<file path="src/rtl/handshakes_pkg.sv">
// rtl/handshakes_pkg.sv - shared state encoding for the handshakes_delay_ready slice
package handshakes_pkg;

   localparam int STATE_W = 2;

   typedef enum logic [STATE_W-1:0] {
      EMPTY = 2'd0,
      BUSY  = 2'd1,
      FULL  = 2'd2
   } state_e;

endpackage

</file>
<file path="src/rtl/hsk_sat_counter.sv">
// rtl/hsk_sat_counter.sv - saturating up-counter, cleared only by rst
module hsk_sat_counter #(
   parameter int CNT_WIDTH = 16
) (
   input  logic                 clk,
   input  logic                 rst,
   input  logic                 inc,
   output logic [CNT_WIDTH-1:0] cnt
);

   logic [CNT_WIDTH-1:0] cnt_q;

   always_ff @(posedge clk) begin
      if (rst) begin
         cnt_q <= '0;
      end else if (inc && (cnt_q != '1)) begin
         cnt_q <= cnt_q + 1'b1;
      end
   end

   assign cnt = cnt_q;

endmodule

</file>
<file path="src/rtl/handshakes_delay_ready.sv">
// rtl/handshakes_delay_ready.sv - two-entry skid buffer with registered valid, ready and data
// Optional stall counter port enabled by HANDSHAKES_DELAY_READY_STAT_EN.
module handshakes_delay_ready
   import handshakes_pkg::*;
#(
   parameter int WORD_WIDTH = 8
`ifdef HANDSHAKES_DELAY_READY_STAT_EN
  ,parameter int CNT_WIDTH  = 16
`endif
) (
   input  logic                  clk,
   input  logic                  rst,
   input  logic                  up_valid,
   input  logic [WORD_WIDTH-1:0] up_data,
   output logic                  up_ready,
   output logic                  down_valid,
   output logic [WORD_WIDTH-1:0] down_data,
   input  logic                  down_ready
`ifdef HANDSHAKES_DELAY_READY_STAT_EN
  ,output logic [CNT_WIDTH-1:0]  stall_cnt
`endif
);

   state_e                state_q, state_d;
   logic [WORD_WIDTH-1:0] out_q, out_d;
   logic [WORD_WIDTH-1:0] skid_q, skid_d;
   logic                  down_valid_q;
   logic                  up_ready_q;
   logic                  up_fire;
   logic                  down_fire;

   assign up_fire   = up_valid & up_ready_q;
   assign down_fire = down_valid_q & down_ready;

   always_comb begin
      state_d = state_q;
      out_d   = out_q;
      skid_d  = skid_q;
      case (state_q)
         EMPTY: begin
            if (up_fire) begin
               out_d   = up_data;
               state_d = BUSY;
            end
         end
         BUSY: begin
            if (up_fire && down_fire) begin
               out_d = up_data;
            end else if (up_fire) begin
               skid_d  = up_data;
               state_d = FULL;
            end else if (down_fire) begin
               state_d = EMPTY;
            end
         end
         FULL: begin
            // up_ready is low here, so only the drain side can move
            if (down_fire) begin
               out_d   = skid_q;
               state_d = BUSY;
            end
         end
         default: begin
            state_d = EMPTY;
         end
      endcase
   end

   always_ff @(posedge clk) begin
      if (rst) begin
         state_q      <= EMPTY;
         out_q        <= '0;
         skid_q       <= '0;
         down_valid_q <= 1'b0;
         up_ready_q   <= 1'b0;
      end else begin
         state_q      <= state_d;
         out_q        <= out_d;
         skid_q       <= skid_d;
         down_valid_q <= (state_d != EMPTY);
         up_ready_q   <= (state_d != FULL);
      end
   end

   assign up_ready   = up_ready_q;
   assign down_valid = down_valid_q;
   assign down_data  = out_q;

`ifdef HANDSHAKES_DELAY_READY_STAT_EN
   hsk_sat_counter #(
      .CNT_WIDTH (CNT_WIDTH)
   ) u_stall_cnt (
      .clk (clk),
      .rst (rst),
      .inc (down_valid_q & ~down_ready),
      .cnt (stall_cnt)
   );
`endif

endmodule

</file>
<file path="config.mk">
export PLATFORM = sky130hd
export DESIGN_NAME = handshakes_delay_ready
export DESIGN_NICKNAME = d
export VERILOG_FILES = /design/src/rtl/handshakes_pkg.sv /design/src/rtl/hsk_sat_counter.sv /design/src/rtl/handshakes_delay_ready.sv
export SDC_FILE = /design/constraint.sdc
export NUM_CORES = 1
export LEC_CHECK = 0
export CAP_MARGIN = 20
export CORE_UTILIZATION = 42
export CTS_CLUSTER_DIAMETER = 30
export CTS_CLUSTER_SIZE = 25
export DETAILED_ROUTE_END_ITERATION = 7
export PLACE_DENSITY_LB_ADDON = 0.3
export SYNTH_ARGS = -nofsm -noshare
export SYNTH_HDL_FRONTEND = slang
export SYNTH_HIERARCHICAL = 1
export SYNTH_SLANG_ARGS = --single-unit
</file>
<file path="constraint.sdc">
create_clock -name clk -period 1.1 [get_ports clk]
set_input_delay 0.11 -clock clk [delete_from_list [all_inputs] [get_ports clk]]
set_output_delay 0.11 -clock clk [all_outputs]
set_load 0.01 [all_outputs]
</file>
==> impl_metrics.json, run 1 <==
{
  "coreArea_mm2": 0.00196,
  "wire_per_inst_um": 14.4,
  "mostFrequentLayoutCells": "mux2i_1 (16), dfxtp_1 (15), clkdlybuf4s50_1 (10)",
  "status": "finished, violations left",
  "ant_nets": 0,
  "sequentialPowerShare_pct": 47.2,
  "internal-power_mw": 1.25,
  "synth_seq_area_share_pct": 45.3,
  "antenna_found_initial": 0,
  "fin_crit_sh_pct": 111,
  "critPathMaxStageDelay_ns": 0.36,
  "critPathMaxFanout": 5,
  "nets": 130,
  "critPathLaunch": "state_q[1]",
  "worstPathRequired_ns": 1.32,
  "regArea_um2": 417,
  "grt_pass1_vias": 693,
  "port_buffers": 21,
  "clock_power_share_pct": 30.8,
  "max_slew_margin_pct": 76.7,
  "p_leak_nw": 0.653,
  "ys_ff_latch": 20,
  "numCtsBuffers": 3,
  "clk_latency_ns": 0.32,
  "comb_power_share_pct": 22.0,
  "grt_first_pass_wirelength_mm": 3.08,
  "rsz0062_at_grt": "yes",
  "dp.cells": 137,
  "synth-xor-area-share_pct": 0,
  "cts_sinks": 20,
  "overflow": 0,
  "dieArea_mm2": 0.00229,
  "p_sw_mw": 0.451,
  "multiInputGateArea_um2": 557,
  "rr_startpoint": "state_q[1]",
  "drt_wl_total_mm": 2.08,
  "netlist_instances": 84,
  "io-pin-count": 22,
  "crit_type": "flop to flop",
  "hold_class": "primary input to flop",
  "fp.dieH_um": 47.9,
  "vias_per_cell": 5.23,
  "hold_start": "down_ready",
  "drcViolationCount": 0,
  "cp.arrival_ns": 1.44,
  "fin_ws_ns": -0.116,
  "num_vias": 753,
  "clk_pin_slew_worst_paths_ns": 0.11,
  "start_kind": "flop",
  "violations": "setup timing",
  "min_path_cells": 2,
  "sw_frac_of_total_pct": 26.5,
  "period_needed_ns": 1.22,
  "postLayoutCoreUtil_pct": 70.7,
  "clock-root-buffer": "clkbuf_4",
  "drive_gt1_share_pct": 35.9,
  "synth_top_family_by_area": "simple AND/OR/NAND/NOR gates",
  "htree_levels": 1,
  "cts_buffer_depth": 2,
  "synth-simple-area-share_pct": 18.2,
  "place_hpwl_mm": 1.36,
  "synth-compound-area-share_pct": 14.7,
  "cts_tree": "built",
  "netlist_area_um2": 885,
  "grt_usage_pct": 19.5,
  "start_util_pct": 45.1,
  "setup_tns_ns": -0.968,
  "gp_congestion": 0.788,
  "fin_cells": 144,
  "synth.area.mux_share_pct": 18.1,
  "initialDrtViolationCount": 4,
  "firstDrtPassIters": 4,
  "timing.fmax_ghz": 0.823,
  "cp_slowest_cell": "dfxtp_4",
  "area_delta_synth_final_pct": 56.9,
  "slew_violations": 0,
  "powerDensity_mw_per_mm2": 1230,
  "die_width_um": 47.9,
  "finalHoldViolations": 0,
  "r2r_cells": 5,
  "antenna_cells": 0,
  "setup_viol": 17,
  "finalClockSkew_ns": 0.0166,
  "ys_warn_count": 6,
  "maxCapViolCount": 0,
  "rows": 16,
  "synthAdderAreaFrac_pct": 0,
  "synth_nets": 96,
  "grt_max_degree": 21,
  "path_cells": "nand3b_4 -> o22ai_4 -> buf_12 -> nor3_4 -> a211oi_1",
  "ir_drop_mv": 0.916,
  "fill_cells": 154,
  "worst_pin_slew_ns": 0.348,
  "synth_cell_types": 23,
  "avgSynthCellArea_um2": 10.5,
  "cp-end-kind": "flop",
  "layout_commonest_cell": "mux2i_1"
}
## final timing paths
kind	endpoint	slack (ns)
setup / recovery	down_data[3]	-0.12
hold / removal	state_q[1]	0.17
setup reg to reg	down_data[3]	-0.12
hold reg to reg	skid_q[3]	0.51
## registers in the layout, indices dropped and copies added (netlist names)
register / count
state_q: 2
skid_q: 8
up_ready: 1
down_valid: 1
down_data: 8
## final cells by class
cell class,count,share of cell area (%)
clock buffers,4,3.43
multi-input cells,61,40.1
flip-flops and latches,20,30.0
well taps,27,2.43
repair buffers,32,24.0
## through the flow
step	setup WS, ns	hold WS, ns	cell area [um^2]	total power [mW]
after global placement	-0.338	0.475	1220	1.14
after CTS	-0.138	0.420	1350	1.68
after floorplan	-0.00101	0.214	923	0.981
final	-0.116	0.174	1390	1.70
after global routing	-0.215	0.177	1390	1.76
after detailed placement	-0.377	0.486	1220	1.15
## Yosys cell counts (all sizes together)
master,count,share of area (%)
and3b,1,0.99
nand3b,1,2.3
nor3,8,4.5
o21ai,1,0.99
mux2i,16,18
dfxtp,20,45
a21o,1,0.85
a21oi,3,1.7
nand3,1,1.1
nand2b,1,1.6
a211oi,8,6.8
o22a,1,1.1
nand2,5,2.4
a221oi,1,0.99
and3,1,0.85
o21bai,1,0.85
buf,1,2.3
nor2,10,4.5
clkbuf,1,0.42
o22ai,1,1.4
dlygate4sd1,1,0.99
## metal layers
metal / up-vias / track usage, % / routed length, um / share of wire, %
met3: 2 / 4.53 / 61 / 2.9
met1: 360 / 25.9 / 931 / 45
li1: 376 / - / - / -
met4: 0 / 5.56 / 20 / 0.96
met2: 15 / 31.6 / 1070 / 51
met5: - / 0 / 0 / 0
## repair_timing
item	4_1_cts	5_1_grt
endpoints found under the hold margin	0	0
hold buffers	0	0
setup buffers	3	0
endpoints found under the setup margin	28	24
cloned	0	0
pin swaps	10	3
resized for setup	24	15
## power by group through the flow
| stage | sequential, mW | combinational, mW | clock, mW |
|---|---|---|---|
| floorplan | 0.832 | 0.149 | 0 |
| global placement | 0.815 | 0.329 | 0 |
| detailed placement | 0.816 | 0.338 | 0 |
| CTS | 0.800 | 0.358 | 0.525 |
| global route | 0.811 | 0.405 | 0.542 |
| finish | 0.805 | 0.375 | 0.524 |
## logic make-up (layout without fill, tap and decap cells)
family | after synthesis | count (layout)
simple gates | 28 | 28
flops | 20 | 20
compound gates | 17 | 17
mux | 16 | 16
buf+inv | 3 | 36
## worst max-delay path, delay by kind of cell (launching register included)
| kind | cells | cell delay, ns |
|---|---|---|
| and+or+nand+nor | 2 | 0.22 |
| DFF | 1 | 0.36 |
| AOI/OAI and AO/OA | 2 | 0.39 |
| buffers and inverters | 1 | 0.15 |
No activity file was read; power rests on OpenSTA's default activity.
==> inputs of run 2 (changes only) <==
Settings changed: CELL_PAD_IN_SITES_DETAIL_PLACEMENT from default to 0, CELL_PAD_IN_SITES_GLOBAL_PLACEMENT from default to 1, CORE_UTILIZATION 42 to 32, PLACE_DENSITY from default to 0.83, PLACE_DENSITY_LB_ADDON 0.3 to default, SETUP_SLACK_MARGIN from default to 0.15.
==> impl_metrics.json, run 2 (same netlist as run 1, synthesis figures left out) <==
{
  "area_delta_synth_final_pct": 56.6,
  "antenna_found_initial": 0,
  "status": "finished, violations left",
  "hold_class": "primary input to flop",
  "grt_max_degree": 21,
  "overflow": 0,
  "finalClockSkew_ns": 0.0132,
  "drt_wl_total_mm": 2.13,
  "antenna_cells": 0,
  "total_power_mw": 1.70,
  "cp.arrival_ns": 1.41,
  "dieArea_mm2": 0.00298,
  "die_width_um": 54.6,
  "grt_usage_pct": 15.2,
  "rows": 18,
  "period_needed_ns": 1.22,
  "maxCapViolCount": 0,
  "clk_latency_ns": 0.32,
  "ir_drop_mv": 0.788,
  "worstPathRequired_ns": 1.29,
  "grt_pass1_vias": 702,
  "powerDensity_mw_per_mm2": 1230,
  "worst_pin_slew_ns": 0.383,
  "fin_cells": 151,
  "layout_commonest_cell": "mux2i_1",
  "fp.dieH_um": 54.6,
  "violations": "setup timing",
  "critPathMaxFanout": 8,
  "gp_congestion": 0.718,
  "nets": 134,
  "place_hpwl_mm": 1.35,
  "r2r_cells": 4,
  "io-pin-count": 22,
  "htree_levels": 1,
  "drive_gt1_share_pct": 50.4,
  "drcViolationCount": 0,
  "clk_pin_slew_worst_paths_ns": 0.11,
  "start_kind": "flop",
  "dp.cells": 137,
  "fin_crit_sh_pct": 111,
  "max_slew_margin_pct": 74.4,
  "met3_usage_pct": 2.50,
  "crit_type": "flop to flop",
  "finalHoldViolations": 0,
  "firstDrtPassIters": 4,
  "vias_per_cell": 5.09,
  "busiest_layer": "met2",
  "path_cells": "nand3b_4 -> buf_4 -> o21ai_4 -> a211oi_1",
  "p_leak_nw": 0.661,
  "num_vias": 768,
  "ant_nets": 0,
  "clock-root-buffer": "clkbuf_4",
  "fin_ws_ns": -0.123,
  "critPathMaxStageDelay_ns": 0.38,
  "slew_violations": 0,
  "port_buffers": 21,
  "use_met2_pct": 24.6,
  "use_met1_pct": 18.8,
  "cts_buffer_depth": 2,
  "cts_hold_buf": 0,
  "mostFrequentLayoutCells": "mux2i_1 (16), clkdlybuf4s50_1 (10), nor2_1 (9), buf_2 (9), buf_4 (9)",
  "rsz0062_at_grt": "yes",
  "min_path_cells": 2,
  "cts_sinks": 20,
  "cp-end-kind": "flop",
  "cts_tree": "built",
  "initialDrtViolationCount": 7,
  "timing.fmax_ghz": 0.818,
  "grt_first_pass_wirelength_mm": 3.13,
  "numCtsBuffers": 3,
  "setup_viol": 16,
  "dp_slack_ns": -0.352,
  "coreArea_mm2": 0.00254,
  "wire_per_inst_um": 14.1,
  "start_util_pct": 34.8,
  "cp_slowest_cell": "dfxtp_4"
}
[run 2: routing by layer]
metal  share of wire, %  routed length (um)
met1                 43                 920
met2                 50                1070
met3                3.6                  76
met4                2.9                  61
met5                  0                   0
[run 2: what timing repair did]
action / 4_1_cts / 5_1_grt
endpoints found under the setup margin: 30 / 24
setup buffers: 3 / 6
pin swaps: 9 / 10
gates resized for setup: 51 / 15
gates cloned: 0 / 1
hold endpoints to repair: 0 / 0
[run 2: worst paths after layout]
check | start | endpoint | slack, ns
setup / recovery | state_q[1] | down_data[3] | -0.12
setup reg to reg | state_q[1] | down_data[3] | -0.12
hold reg to reg | skid_q[0] | skid_q[0] | 0.51
hold / removal | down_ready | state_q[1] | 0.38
[run 2: per-stage QoR]
| step | hold slack [ns] | TNS [ns] | utilization (%) | cell area [um^2] |
|---|---|---|---|---|
| after global placement | 0.475 | -5.63 | 48.0 | 1220 |
| after global routing | 0.377 | -2.24 | 54.4 | 1390 |
| after CTS | 0.272 | -1.24 | 51.0 | 1300 |
| final | 0.384 | -1.24 | 54.4 | 1390 |
| after detailed placement | 0.486 | -6.01 | 48.0 | 1220 |
| after floorplan | 0.214 | -0.00416 | - | 943 |
[run 2: critical path, delay by kind of cell, from the launching register on]
kind / cells / cell delay [ns]
flops: 1 / 0.38
compound gates: 2 / 0.36
simple gates: 1 / 0.20
buf+inv: 1 / 0.16
[run 2: cell type report]
cell class	instances	area, um^2
tap	30	37.5
clock buffer	4	47.5
timing repair buffer	35	310
multi-input combinational	62	564
fill	221	1160
sequential	20	425
[run 2: report_power, final]
part / leakage (nW) / switching, mW / internal, mW / total, mW
Combinational: 0.466 / 0.173 / 0.201 / 0.374
Sequential: 0.169 / 0.0346 / 0.771 / 0.805
Clock: 0.0261 / 0.246 / 0.278 / 0.524
